## src/rtl/counter_pkg.sv

```systemverilog
// counter_pkg: shared constants and state encodings for the up/down counter and its direction controller
package counter_pkg;
  localparam int CW = 6;
  localparam logic DIR_UP = 1'b0;
  localparam logic DIR_DOWN = 1'b1;
  typedef enum logic {ST_UP = 1'b0, ST_DOWN = 1'b1} state_t;
endpackage

```

## src/rtl/direction_ctrl_if.sv

```systemverilog
// direction_ctrl_if: button, mode and count-feedback bundle between the counter side and the direction controller
interface direction_ctrl_if;
  import counter_pkg::*;
  logic btn_raw;
  logic auto;
  logic [CW-1:0] count;
  logic direction;
  logic btn_pulse;
  logic at_limit;
  modport master(output btn_raw, auto, count, input direction, btn_pulse, at_limit);
  modport slave(input btn_raw, auto, count, output direction, btn_pulse, at_limit);
endinterface

```

## src/rtl/btn_debounce.sv

```systemverilog
// btn_debounce: two-flop synchronizer plus counting debouncer with a one-cycle pulse on each accepted rising press
module btn_debounce #(
  parameter int DB_CYCLES = 16
) (
  input  logic clk,
  input  logic rst_n,
  input  logic btn_raw,
  output logic db,
  output logic btn_pulse
);
  localparam int W = $clog2(DB_CYCLES);
  localparam logic [W-1:0] DB_MAX = W'(DB_CYCLES - 1);
  logic s1, s2;
  logic [W-1:0] dbc;
  always_ff @(posedge clk or negedge rst_n) begin
    if (!rst_n) begin
      s1 <= 1'b0;
      s2 <= 1'b0;
      db <= 1'b0;
      dbc <= '0;
      btn_pulse <= 1'b0;
    end else begin
      s1 <= btn_raw;
      s2 <= s1;
      btn_pulse <= 1'b0;
      if (s2 == db) dbc <= '0;
      else if (dbc == DB_MAX) begin
        db <= s2;
        dbc <= '0;
        btn_pulse <= s2;
      end else dbc <= dbc + 1'b1;
    end
  end
endmodule

```

## src/rtl/direction_ctrl.sv

```systemverilog
// direction_ctrl: debounced manual direction toggle and early-turning auto ping-pong between LO and HI
module direction_ctrl
  import counter_pkg::*;
#(
  parameter logic [CW-1:0] LO = 6'd0,
  parameter logic [CW-1:0] HI = 6'd63,
  parameter int DB_CYCLES = 16
) (
  input logic CLK,
  input logic reset,
  direction_ctrl_if.slave bus
);
  localparam logic [CW-1:0] HI_TURN = HI - CW'(1);
  localparam logic [CW-1:0] LO_TURN = LO + CW'(1);
  state_t state, state_nxt;
  logic pulse, lim, lim_nxt, turn_up, turn_dn;
  logic db_unused;
  btn_debounce #(.DB_CYCLES(DB_CYCLES)) u_db (
    .clk(CLK),
    .rst_n(reset),
    .btn_raw(bus.btn_raw),
    .db(db_unused),
    .btn_pulse(pulse)
  );
  // Turning one step early because direction is registered: the counter lands exactly on the limit
  always_comb begin
    turn_dn = bus.auto && state == ST_UP && bus.count >= HI_TURN;
    turn_up = bus.auto && state == ST_DOWN && bus.count <= LO_TURN;
    lim_nxt = turn_dn || turn_up;
    state_nxt = turn_dn ? ST_DOWN : turn_up ? ST_UP : pulse ? state_t'(~state) : state;
  end
  always_ff @(posedge CLK or negedge reset) begin
    if (!reset) begin
      state <= ST_UP;
      lim <= 1'b0;
    end else begin
      state <= state_nxt;
      lim <= lim_nxt;
    end
  end
  assign bus.direction = (state == ST_DOWN) ? DIR_DOWN : DIR_UP;
  assign bus.btn_pulse = pulse;
  assign bus.at_limit = lim;
endmodule

```

## src/flat_wrapper.sv

```systemverilog
// flat-port wrapper written by rule: the top's interface ports become plain ports
module direction_ctrl_flat import counter_pkg::*;
#(
  parameter logic [CW-1:0] LO = 6'd0,
  parameter logic [CW-1:0] HI = 6'd63,
  parameter int DB_CYCLES = 16
)
  (CLK, reset, bus_btn_raw, bus_auto, bus_count, bus_direction, bus_btn_pulse, bus_at_limit);
  direction_ctrl_if bus_i ();
  input logic CLK;
  input logic reset;
  input wire logic [$bits(bus_i.btn_raw)-1:0] bus_btn_raw;
  input wire logic [$bits(bus_i.auto)-1:0] bus_auto;
  input wire logic [$bits(bus_i.count)-1:0] bus_count;
  output wire logic [$bits(bus_i.direction)-1:0] bus_direction;
  output wire logic [$bits(bus_i.btn_pulse)-1:0] bus_btn_pulse;
  output wire logic [$bits(bus_i.at_limit)-1:0] bus_at_limit;
  assign bus_i.btn_raw = bus_btn_raw;
  assign bus_i.auto = bus_auto;
  assign bus_i.count = bus_count;
  assign bus_direction = bus_i.direction;
  assign bus_btn_pulse = bus_i.btn_pulse;
  assign bus_at_limit = bus_i.at_limit;
  direction_ctrl #(.LO(LO), .HI(HI), .DB_CYCLES(DB_CYCLES)) u_core (.CLK(CLK), .reset(reset), .bus(bus_i));
endmodule
```

## config.mk

```make
export PLATFORM = sky130hd
export DESIGN_NAME = direction_ctrl_flat
export DESIGN_NICKNAME = d
export VERILOG_FILES = /design/src/rtl/counter_pkg.sv /design/src/rtl/direction_ctrl_if.sv /design/src/rtl/btn_debounce.sv /design/src/rtl/direction_ctrl.sv /design/src/flat_wrapper.sv
export SDC_FILE = /design/constraint.sdc
export NUM_CORES = 1
export LEC_CHECK = 0
export ABC_CLOCK_PERIOD_IN_PS = 1600
export BUFFER_PORTS_ARGS = -buffer_cell sky130_fd_sc_hd__buf_2
export CAP_MARGIN = 30
export CORE_AREA = 5 5 42 44
export DETAILED_ROUTE_END_ITERATION = 10
export DIE_AREA = 0 0 47 49
export PLACE_DENSITY = 0.53
export SETUP_SLACK_MARGIN = 0.15
export SLEW_MARGIN = 20
export SYNTH_ARGS = -nofsm -noshare
export SYNTH_HDL_FRONTEND = slang
export SYNTH_SLANG_ARGS = --single-unit
```

## constraint.sdc

```tcl
create_clock -name CLK -period 1.6 [get_ports CLK]
set_clock_uncertainty 0.2 [all_clocks]
set_input_delay 0.32 -clock CLK [delete_from_list [all_inputs] [get_ports CLK]]
set_output_delay 0.32 -clock CLK [all_outputs]
set_load 0.02 [all_outputs]
```

======== Word-level counts from Yosys, hierarchy flattened ========
Index checks and enable logic that the tools add are counted.
operators by class
  add/subtract/negate cells ............... 1
  multipliers ............................. 0
  divide/modulo/power cells ............... 0
  order comparisons ....................... 2
  equal/unequal tests ..................... 2
  shifts and indexed selects .............. 0
  muxes and demuxes ....................... 8
  bitwise operators ....................... 2
  reduce and logical (&&, ||, !) cells .... 7
operator list
  cell                                                            count
  2-to-1 mux 4 bit                                                2
  greater-or-equal comparator 6 bit, second input constant        1
  less-or-equal comparator 6 x 1 -> 1 bit, second input constant  1
  2-to-1 mux 1 bit                                                6
  adder 4 x 1 -> 4 bit, second input constant                     1
  == test 4 bit, second input constant                            1
  logical AND 1 bit                                               4
  nonzero test 3 bit                                              1
  NOT 1 bit                                                       2
  AND reduction 2 bit                                             1
  == test 1 bit                                                   1
  logical OR 1 bit                                                1
storage, ports and cells
  flip-flop bits (word level) ............. 10
  bits in latches ......................... 0
  memory bits (writable) .................. 0
  memory bits (read-only) ................. 0
  input bits .............................. 10
  output and inout bits ................... 3
  word-level logic and storage cells ...... 29
  memories kept ........................... 0

======== Longest topological paths before layout ========
Gate-level depths: netlist of the first run.
  depth in word-level cells ............... 4
  mapped depth ............................ 4
  gate-level depth less buffers ........... 4

======== Cells and area by module ========
From an unflattened synthesis of the first run, not the netlist that was laid out.
unflattened totals
  cells, all modules ...................... 33
  area, all modules ....................... 416.6 sq um
by module, submodules not included
  module          instances  cells each  area each (sq um)
  btn_debounce    1          20          302.8
  direction_ctrl  1          13          113.9

======== Worst setup path after synthesis of the first run ========
OpenSTA, ideal clock, no wires.
  path kind ............................... register to register
  from .................................... reg u_core.u_db.dbc[0]
  to ...................................... reg u_core.u_db.db
  library setup time ...................... 0.125 ns
  arrival time ............................ 1.044 ns
  data required time ...................... 1.275 ns
  setup slack ............................. 0.231 ns
  stages on the path, launching flop included .. 4
  buffers on the path ..................... 0
  clock period less this slack ............ 1.369 ns
  cell sequence ........................... dfrtp_1 -> ha_1 -> nand3_1 -> mux2_2
on the way
  cells in the longest elaborated chain, start to end .. 2
RTL lines
  what                                  RTL line            RTL
  from (decl)                           btn_debounce.sv:14  logic [W-1:0] dbc;
  from (signal assigned)                btn_debounce.sv:31  end else dbc <= dbc + 1'b1;
  == test 4 bit                         btn_debounce.sv:27  else if (dbc == DB_MAX) begin
  AND reduction 2 bit (no source line)  --
  to (signal assigned)                  btn_debounce.sv:19  db <= 1'b0;
  to (signal assigned)                  btn_debounce.sv:28  db <= s2;
  to (decl)                             btn_debounce.sv:8   output logic db,
No other way between the ends.
A chain may end at the register's enable or synchronous reset.

======== Final worst setup path of the first run ========
Same ends and word-level chain as after synthesis.

==> flow_metrics.env, run 1 <==
export IMPL_most_common_layout_cells="buf_2 (11), dfrtp_1 (10), inv_1 (3), clkbuf_4 (3)"
export IMPL_final_cell_count_no_fill=68
export IMPL_area_delta_synth_final_pct=32.13
export IMPL_whs_endpoint="u_core.bus.at_limit"
export IMPL_p_per_area_mw_per_mm2=1039
export IMPL_seq_area_um2=250.2
export IMPL_fill_cells=143
export IMPL_finalWirelength_um=735
export IMPL_numPortBuffers=11
export IMPL_grt_overflow=0
export IMPL_wl_met3_um=80
export IMPL_worstReg2RegStart="u_core.u_db.dbc[0]"
export IMPL_clkTransAtPathRegs_ns=0.07
export IMPL_cp_cell_sequence="ha_2 -> nand3_1 -> mux2_2"
export IMPL_worstHoldPathType="input pin to flip-flop"
export IMPL_rows=14
export IMPL_min_from="bus_auto"
export IMPL_netlist_area_um2=416.7
export IMPL_drive_gt1_frac=0.3462
export IMPL_wl_met1_um=326
export IMPL_dr_pass1_iters=4
export IMPL_worstReg2RegEnd="u_core.u_db.db"
export IMPL_ios=13
export IMPL_r2r_cells=3
export IMPL_timing_max_transition_violations_final=0
export IMPL_crit_type="flip-flop to flip-flop"
export IMPL_cts_htree_levels=1
export IMPL_r2r_slack_ns=0.20
export IMPL_die_h_um=49
export IMPL_yosys_warnings=0
export IMPL_cp_slowest_cell="dfrtp_1"
export IMPL_max_freq_mhz=716.1
export IMPL_critPathTopFamily="flip-flops"
export IMPL_cp_slowest_stage_delay_ns=0.41
export IMPL_num_antenna_cells=0
export IMPL_vias_per_cell=5.029
export IMPL_setup_tns_ns=0
export IMPL_cts_sinks=10
export IMPL_outcome="completed"
export IMPL_post_dp_cell_area_um2=491.7
export IMPL_initialDrtViolationCount=3
export IMPL_crit_fanout=4
export IMPL_grt_pass1_vias=294
export IMPL_layout_nets=64
export IMPL_worstMarginPinSlew_ns=0.3485
export IMPL_grt_util_all_layers=0.06985
export IMPL_wl_per_cell_um=10.81
export IMPL_crit_buf_inv=0
export IMPL_cts_tree="yes"
export IMPL_synth_cell_types=19
export IMPL_leakage_uw=0.0002639
export IMPL_die_area_mm2=0.002303
export IMPL_whs_ns=0.1387
export IMPL_slew_headroom=0.7660
export IMPL_start_util=0.2973
export IMPL_wl_met2_um=316
export IMPL_grt_max_degree=11
export IMPL_dieWidth_um=47
export IMPL_rsz0062_at_grt="false"
export IMPL_fin_crit_sh=0.8728
export IMPL_vias=342
export IMPL_synth_nets=46
export IMPL_final_common_cell="buf_2"
export IMPL_post_place_cells=62
export IMPL_cp_arrival_ns=1.35
export IMPL_root_buffer="clkbuf_4"
export IMPL_ys_seq_area_frac=0.6006
export IMPL_max_cap_violations=0
export IMPL_synth_avg_cell_area_um2=11.90
export IMPL_core_mm2=0.001401
export IMPL_dp_hpwl_um=546.4
export IMPL_endpoint_kind="flip-flop"
export IMPL_gp_congestion=0.6427
export IMPL_antenna_found_initial=0
export IMPL_synth_cells=35
export IMPL_finalSetupViolCount=0
export IMPL_clock_latency_ns=0.26
export IMPL_grt_pass1_wl_mm=1.138
export IMPL_drtAntennaViolNets=0
export IMPL_cp_data_required_time_ns=1.55
export IMPL_critPathLaunchType="flip-flop"
export IMPL_irDropWorstVdd_mv=0.5736
export IMPL_dr_max_layer_used="met4"
export IMPL_min_delay_path_depth=2
export IMPL_hold_viol_final=0
export IMPL_multiInputGateArea_um2=157.7
export IMPL_cts_buffers=3
export IMPL_min_period_ns=1.396
export IMPL_cts_buffer_depth=2
export IMPL_stdcell_area_um2=550.5
export IMPL_ys_ff_latch=10
export IMPL_drcViolationCount=0
logic make-up (layout without fill, tap and decap cells):
group | after synthesis | after routing | share of synthesized area
simple gates | 12 | 12 | 0.1772
buf+inv | 3 | 20 | 0.02703
fa+ha+maj | 1 | 1 | 0.03003
mux | 1 | 1 | 0.02703
flops | 10 | 10 | 0.6006
xor+xnor | 2 | 2 | 0.04205
compound gates | 6 | 6 | 0.09610
synth_stat cells:
| master | instances | area share |
|---|---|---|
| dfrtp_1 | 10 | 0.60 |
| inv_1 | 3 | 0.027 |
| a21oi_1 | 2 | 0.024 |
| nand2_1 | 2 | 0.018 |
| nor2_1 | 2 | 0.018 |
| nor3b_1 | 2 | 0.036 |
| xnor2_1 | 2 | 0.042 |
| a31oi_1 | 1 | 0.015 |
| a41o_1 | 1 | 0.024 |
| ha_1 | 1 | 0.030 |
| mux2_2 | 1 | 0.027 |
| nand3_1 | 1 | 0.012 |
| nand4_1 | 1 | 0.015 |
| nand4b_1 | 1 | 0.021 |
| nor2b_1 | 1 | 0.015 |
| nor3_1 | 1 | 0.012 |
| nor4_2 | 1 | 0.030 |
| o21ai_0 | 1 | 0.012 |
| o31a_1 | 1 | 0.021 |
layout make-up:
| type | instances | share of cell area |
|---|---|---|
| multi-input combinational | 22 | 0.2864 |
| sequential | 10 | 0.4545 |
| timing repair buffer | 13 | 0.1364 |
| inverter | 3 | 0.02045 |
| clock buffer | 4 | 0.06591 |
| tap | 16 | 0.03636 |
worst max-delay path by stage:
stage	startpoint	endpoint	slack [ns]	depth (start not counted)
final	u_core.u_db.dbc[0]	u_core.u_db.db	0.20	3
after CTS	u_core.u_db.dbc[0]	u_core.u_db.db	0.17	3
after global placement	bus_count[4]	u_core.state	0.16	4
after global routing	u_core.u_db.dbc[0]	u_core.u_db.db	0.17	3
after detailed placement	bus_count[4]	u_core.state	0.17	4
after floorplan	u_core.u_db.dbc[0]	u_core.u_db.db	0.23	3
registers in the layout, summed over array words and instances (netlist names):
register	flops
u_core.bus.at_limit	1
u_core.u_db.s1	1
u_core.u_db.dbc	4
u_core.u_db.btn_pulse	1
u_core.state	1
u_core.u_db.db	1
u_core.u_db.s2	1
timing repair:
action                                 CTS  global route
setup endpoints to repair                0             1
buffers inserted                         0             0
resized for setup                        0             1
endpoints found under the hold margin   11             0
hold buffers                             2             0
per-stage QoR:
step	worst slack [ns]	util	total power (µW)
after detailed placement	0.1703	0.3509	347.9
after floorplan	0.2311	-	318.3
final	0.2036	0.3929	572.0
after CTS	0.1660	0.3911	575.3
after global placement	0.1632	0.3509	347.0
after global routing	0.1717	0.3929	595.1
power breakdown:
group | internal [µW] | total (µW) | switching (µW)
Combinational | 31.0 | 65.1 | 34.1
Sequential | 268 | 283 | 15.0
Clock | 138 | 224 | 86.0
layer usage:
metal,track usage,vias to the layer above
li1,-,162
met1,0.09361,157
met2,0.08824,18
met3,0.03321,5
met4,0.04147,0
met5,0,-
Note: power is estimated with default switching activity, not from simulation.
==> inputs of run 2 (changes only) <==
--- a/config.mk
+++ b/config.mk
@@ -5,7 +5,7 @@
 export SDC_FILE = /design/constraint.sdc
 export NUM_CORES = 1
 export LEC_CHECK = 0
-export ABC_CLOCK_PERIOD_IN_PS = 1600
+export ABC_CLOCK_PERIOD_IN_PS = 1690
 export BUFFER_PORTS_ARGS = -buffer_cell sky130_fd_sc_hd__buf_2
 export CAP_MARGIN = 30
 export CORE_AREA = 5 5 42 44
==> constraint.sdc (replaced) <==
create_clock -name CLK -period 1.69 [get_ports CLK]
set_clock_uncertainty 0.2 [all_clocks]
set_input_delay 0.338 -clock CLK [delete_from_list [all_inputs] [get_ports CLK]]
set_output_delay 0.338 -clock CLK [all_outputs]
set_load 0.02 [all_outputs]
==> run 2 against run 1 <==
Against the previous run:
- final cell count stayed put
- total power is 5.6% lower
- critical endpoint unchanged
- worst setup slack better by 0.047 ns
==> flow_metrics.env, run 2 (same netlist as run 1, synthesis figures left out) <==
export IMPL_leakage_uw=0.0002662
export IMPL_grt_max_degree=11
export IMPL_drcViolationCount=0
export IMPL_rows=14
export IMPL_setup_tns_ns=0
export IMPL_cts_buffer_depth=2
export IMPL_drtAntennaViolNets=0
export IMPL_top_register="u_core.u_db.dbc"
export IMPL_cts_tree="yes"
export IMPL_post_dp_cell_area_um2=491.7
export IMPL_holdBufCountCts=2
export IMPL_stdcell_area_um2=548.0
export IMPL_wl_met3_um=63
export IMPL_gp_congestion=0.6430
export IMPL_dr_pass1_iters=2
export IMPL_antenna_found_initial=0
export IMPL_ios=13
export IMPL_internal_power_uw=413.2
export IMPL_initialDrtViolationCount=4
export IMPL_max_cap_violations=0
export IMPL_startpoint="u_core.u_db.dbc[0]"
export IMPL_finalWirelength_um=705
export IMPL_pwr_share_comb=0.113
export IMPL_root_buffer="clkbuf_4"
export IMPL_sw_frac_of_total=0.2351
export IMPL_start_util=0.2973
export IMPL_cp_arrival_ns=1.39
export IMPL_pre_cts_slack_ns=0.2442
export IMPL_rsz0062_at_grt="false"
export IMPL_power_frac_seq=0.495
export IMPL_wl_per_cell_um=10.37
export IMPL_core_mm2=0.001401
export IMPL_ctsResizeCount=0
export IMPL_vias_per_cell=4.559
export IMPL_dp_hpwl_um=540.1
export IMPL_hold_viol_final=0
export IMPL_grt_pass1_vias=283
export IMPL_cts_sinks=10
export IMPL_worstHoldPathType="flip-flop to flip-flop"
export IMPL_crit_type="flip-flop to flip-flop"
export IMPL_crit_fanout=4
export IMPL_max_freq_mhz=694.9
export IMPL_area_delta_synth_final_pct=31.53
export IMPL_drive_gt1_frac=0.3269
export IMPL_most_common_layout_cells="buf_2 (11), dfrtp_1 (10), inv_1 (3), clkbuf_4 (3)"
export IMPL_vias=310
export IMPL_grt_pass1_wl_mm=1.090
export IMPL_clkTransAtPathRegs_ns=0.07
export IMPL_p_per_area_mw_per_mm2=985.7
export IMPL_worstMarginPinSlew_ns=0.3582
export IMPL_cts_buffers=3
export IMPL_outcome="completed"
export IMPL_switching_power_uw=127.0
export IMPL_die_h_um=49
export IMPL_endpoint_kind="flip-flop"
export IMPL_layout_nets=64
export IMPL_numPortBuffers=11
export IMPL_power_frac_clock=0.392
export IMPL_postLayoutSetupSlackWorst_ns=0.2510
export IMPL_fin_crit_sh=0.8515
export IMPL_slew_headroom=0.7595
export IMPL_wl_met2_um=325
export IMPL_cts_setup_buffers=0
export IMPL_die_area_mm2=0.002303
export IMPL_finalSetupViolCount=0
export IMPL_largest_reg_flops=4
export IMPL_num_antenna_cells=0
export IMPL_grt_util_all_layers=0.06914
export IMPL_worstReg2RegStart="u_core.u_db.dbc[0]"
export IMPL_dr_max_layer_used="met3"
export IMPL_critPathLaunchType="flip-flop"
export IMPL_min_period_ns=1.439
export IMPL_timing_max_transition_violations_final=0
export IMPL_final_common_cell="buf_2"
export IMPL_cp_data_required_time_ns=1.64
export IMPL_dieWidth_um=47
export IMPL_final_core_util=0.3911
export IMPL_irDropWorstVdd_mv=0.5394
export IMPL_min_from="u_core.u_db.s1"
export IMPL_cts_htree_levels=1
export IMPL_clock_latency_ns=0.26
export IMPL_wl_met1_um=316
export IMPL_grt_overflow=0
-- run 2: metrics by stage --
stage               std cells  hold slack (ns)  total power, µW
floorplan                  35          -0.1576            301.3
global placement           62         0.003142            328.5
detailed placement         62         0.004345            329.5
CTS                        68           0.1535            548.4
global route               68           0.1644            567.8
finish                     68           0.1530            540.2
-- run 2: power groups by stage --
| stage | combinational, µW | clock [µW] | sequential (µW) |
|---|---|---|---|
| floorplan | 24.3 | 0 | 277 |
| global placement | 57.4 | 0 | 271 |
| detailed placement | 57.7 | 0 | 272 |
| CTS | 61.5 | 220 | 267 |
| global route | 69.2 | 229 | 269 |
| finish | 60.9 | 212 | 267 |
-- run 2: final timing paths --
kind | endpoint | cells past startpoint | slack, ns
max in group asynchronous | u_core.u_db.dbc[3] | 2 | 0.85
min | u_core.u_db.s2 | 0 | 0.15
max | u_core.u_db.db | 3 | 0.25
min in group asynchronous | u_core.u_db.s1 | 2 | 0.26
max reg2reg | u_core.u_db.db | 3 | 0.25
min reg2reg | u_core.u_db.s2 | 0 | 0.15
-- run 2: critical path, cell delays in order (launching register included) --
cell     delay (ns)
dfrtp_1        0.41
ha_1           0.25
nand3_1        0.12
mux2_2         0.34
-- run 2: layer usage --
metal / GRT usage / vias to the layer above
met4: 0.05530 / 0
met5: 0 / -
li1: - / 159
met2: 0.08597 / 10
met3: 0.03690 / 0
met1: 0.08447 / 141
-- run 2: area by class of cell --
class | instances | area (µm²)
Fill cell | 143 | 853.3
Sequential cell | 10 | 250.2
Multi-Input combinational cell | 22 | 155.1
Timing Repair Buffer | 13 | 75.07
Clock buffer | 4 | 36.28
Tap cell | 16 | 20.02
Inverter | 3 | 11.26
==> inputs of run 3 (changes only) <==
--- a/config.mk
+++ b/config.mk
@@ -6,7 +6,7 @@
 export NUM_CORES = 1
 export LEC_CHECK = 0
 export ABC_CLOCK_PERIOD_IN_PS = 1690
-export BUFFER_PORTS_ARGS = -buffer_cell sky130_fd_sc_hd__buf_2
+export BUFFER_PORTS_ARGS = -buffer_cell sky130_fd_sc_hd__buf_4
 export CAP_MARGIN = 30
 export CORE_AREA = 5 5 42 44
 export DETAILED_ROUTE_END_ITERATION = 10
==> run 3 against run 2 <==
Against the previous run:
- combinational power up 15%
- sequential power about the same
- worst hold slack got worse by 0.012 ns
- sequential share of layout area shrank 1.1 points
==> flow_metrics.env, run 3 (same netlist as run 1, synthesis figures left out) <==
export IMPL_numPortBuffers=11
export IMPL_grt_pass1_wl_mm=1.248
export IMPL_top_register="u_core.u_db.dbc"
export IMPL_worstMarginPinSlew_ns=0.3604
export IMPL_die_area_mm2=0.002303
export IMPL_vias=319
export IMPL_power_frac_seq=0.542
export IMPL_drive_gt1_frac=0.3137
export IMPL_grt_max_degree=11
export IMPL_seq_area_um2=250.2
export IMPL_dr_pass1_iters=4
export IMPL_initialDrtViolationCount=4
export IMPL_fill_cells=140
export IMPL_antenna_found_initial=0
export IMPL_fin_crit_sh=0.8438
export IMPL_grt_overflow=0
export IMPL_outcome="completed"
export IMPL_wl_per_cell_um=11.06
export IMPL_cts_sinks=10
export IMPL_ctsResizeCount=0
export IMPL_start_util=0.2973
export IMPL_slew_headroom=0.7580
export IMPL_timing_max_transition_violations_final=0
export IMPL_clock_latency_ns=0.26
export IMPL_area_delta_synth_final_pct=34.83
export IMPL_endpoint_kind="flip-flop"
export IMPL_leakage_uw=0.0002663
export IMPL_finalWirelength_um=741
export IMPL_sw_frac_of_total=0.2463
export IMPL_root_buffer="clkbuf_4"
export IMPL_gp_congestion=0.7031
export IMPL_grt_util_all_layers=0.07846
export IMPL_num_antenna_cells=0
export IMPL_internal_power_uw=373.2
export IMPL_hold_viol_final=0
export IMPL_cts_htree_levels=1
export IMPL_final_common_cell="buf_4"
export IMPL_cts_tree="yes"
export IMPL_worstReg2RegStart="u_core.u_db.dbc[0]"
export IMPL_dieWidth_um=47
export IMPL_setup_tns_ns=0
export IMPL_largest_reg_flops=4
export IMPL_stdcell_area_um2=561.8
export IMPL_crit_fanout=4
export IMPL_cts_buffers=3
export IMPL_worstHoldPathType="input pin to flip-flop"
export IMPL_most_common_layout_cells="buf_4 (11), dfrtp_1 (10), inv_1 (3), clkbuf_4 (3)"
export IMPL_core_mm2=0.001401
export IMPL_min_period_ns=1.426
export IMPL_multiInputGateArea_um2=155.1
export IMPL_rows=14
export IMPL_clkTransAtPathRegs_ns=0.06
export IMPL_worstReg2RegEnd="u_core.u_db.db"
export IMPL_cts_buffer_depth=2
export IMPL_crit_type="flip-flop to flip-flop"
export IMPL_max_cap_violations=0
export IMPL_p_per_area_mw_per_mm2=881.4
export IMPL_post_dp_cell_area_um2=519.2
export IMPL_rsz0062_at_grt="false"
export IMPL_critPathLaunchType="flip-flop"
export IMPL_cp_arrival_ns=1.37
export IMPL_ios=13
export IMPL_cp_data_required_time_ns=1.64
export IMPL_drcViolationCount=0
export IMPL_startpoint="u_core.u_db.dbc[0]"
export IMPL_crit_path_end="u_core.u_db.db"
export IMPL_max_freq_mhz=701.3
export IMPL_min_delay_path_depth=2
export IMPL_grt_pass1_vias=294
export IMPL_dp_hpwl_um=561.4
export IMPL_die_h_um=49
export IMPL_layout_nets=64
export IMPL_switching_power_uw=122.0
export IMPL_irDropWorstVdd_mv=0.4981
export IMPL_vias_per_cell=4.761
export IMPL_pwr_share_comb=0.141
export IMPL_finalSetupViolCount=0
export IMPL_final_core_util=0.4009
export IMPL_r2r_slack_ns=0.26
export IMPL_power_frac_clock=0.317
export IMPL_drtAntennaViolNets=0
export IMPL_r2r_cells=3
==> run 3: cell count changes in the layout (fill, tap and decap cells not counted), sizes merged <==
cell | previous run | this run
clkbuf | 4 | 3
==> run 3: worst max-delay path, cell delays in order (launching register included) <==
cell and delay, ns:
dfrtp_1 0.41, ha_1 0.25, nand3_1 0.12, mux2_2 0.34
==> run 3: worst min-delay path by stage <==
stage	start	to	slack (ns)
5_1_grt	bus_auto	u_core.bus.at_limit	0.15
2_1_floorplan	reset	u_core.bus.at_limit	-0.16
4_1_cts	bus_auto	u_core.bus.at_limit	0.14
3_3_place_gp	reset	u_core.u_db.s2	-0.03
6_report	bus_auto	u_core.bus.at_limit	0.14
3_5_place_dp	reset	u_core.u_db.s1	-0.03
==> run 3: area by class of cell <==
| cell class | count | area share |
|---|---|---|
| Clock buffer | 3 | 0.04009 |
| Inverter | 3 | 0.02004 |
| Multi-Input combinational cell | 22 | 0.2762 |
| Sequential cell | 10 | 0.4454 |
| Tap cell | 16 | 0.03563 |
| Timing Repair Buffer | 13 | 0.1826 |
==> run 3: through the flow <==
step / instances / power, µW / hold WS [ns] / setup WS [ns]
3_5_place_dp: 62 / 339.2 / -0.02908 / 0.2484
6_report: 67 / 495.1 / 0.1414 / 0.2640
4_1_cts: 67 / 503.0 / 0.1379 / 0.2600
5_1_grt: 67 / 522.5 / 0.1530 / 0.1967
3_3_place_gp: 62 / 338.0 / -0.02964 / 0.2265
2_1_floorplan: 35 / 301.3 / -0.1576 / 0.3211
==> run 3: timing repair <==
item | CTS | global route
setup endpoints to repair | 0 | 0
hold buffers | 2 | 0
buffers inserted | 0 | 0
hold endpoints to repair | 11 | 0
==> run 3: power by group through the flow <==
stage | clock, µW | sequential (µW) | combinational, µW
2_1_floorplan | 0 | 277 | 24.3
3_3_place_gp | 0 | 271 | 66.6
3_5_place_dp | 0 | 272 | 66.8
4_1_cts | 164 | 268 | 70.7
5_1_grt | 176 | 270 | 76.8
6_report | 157 | 268 | 69.8
==> run 3: routing by layer <==
layer  routed length, µm  part of all wire  track usage  up-vias
met5                   0                 0            0        -
met4                  23             0.031      0.06912        0
met3                  70             0.094      0.03321        3
met2                 348              0.47      0.09276       12
met1                 299              0.40       0.1030      148
li1                    -                 -            -      156
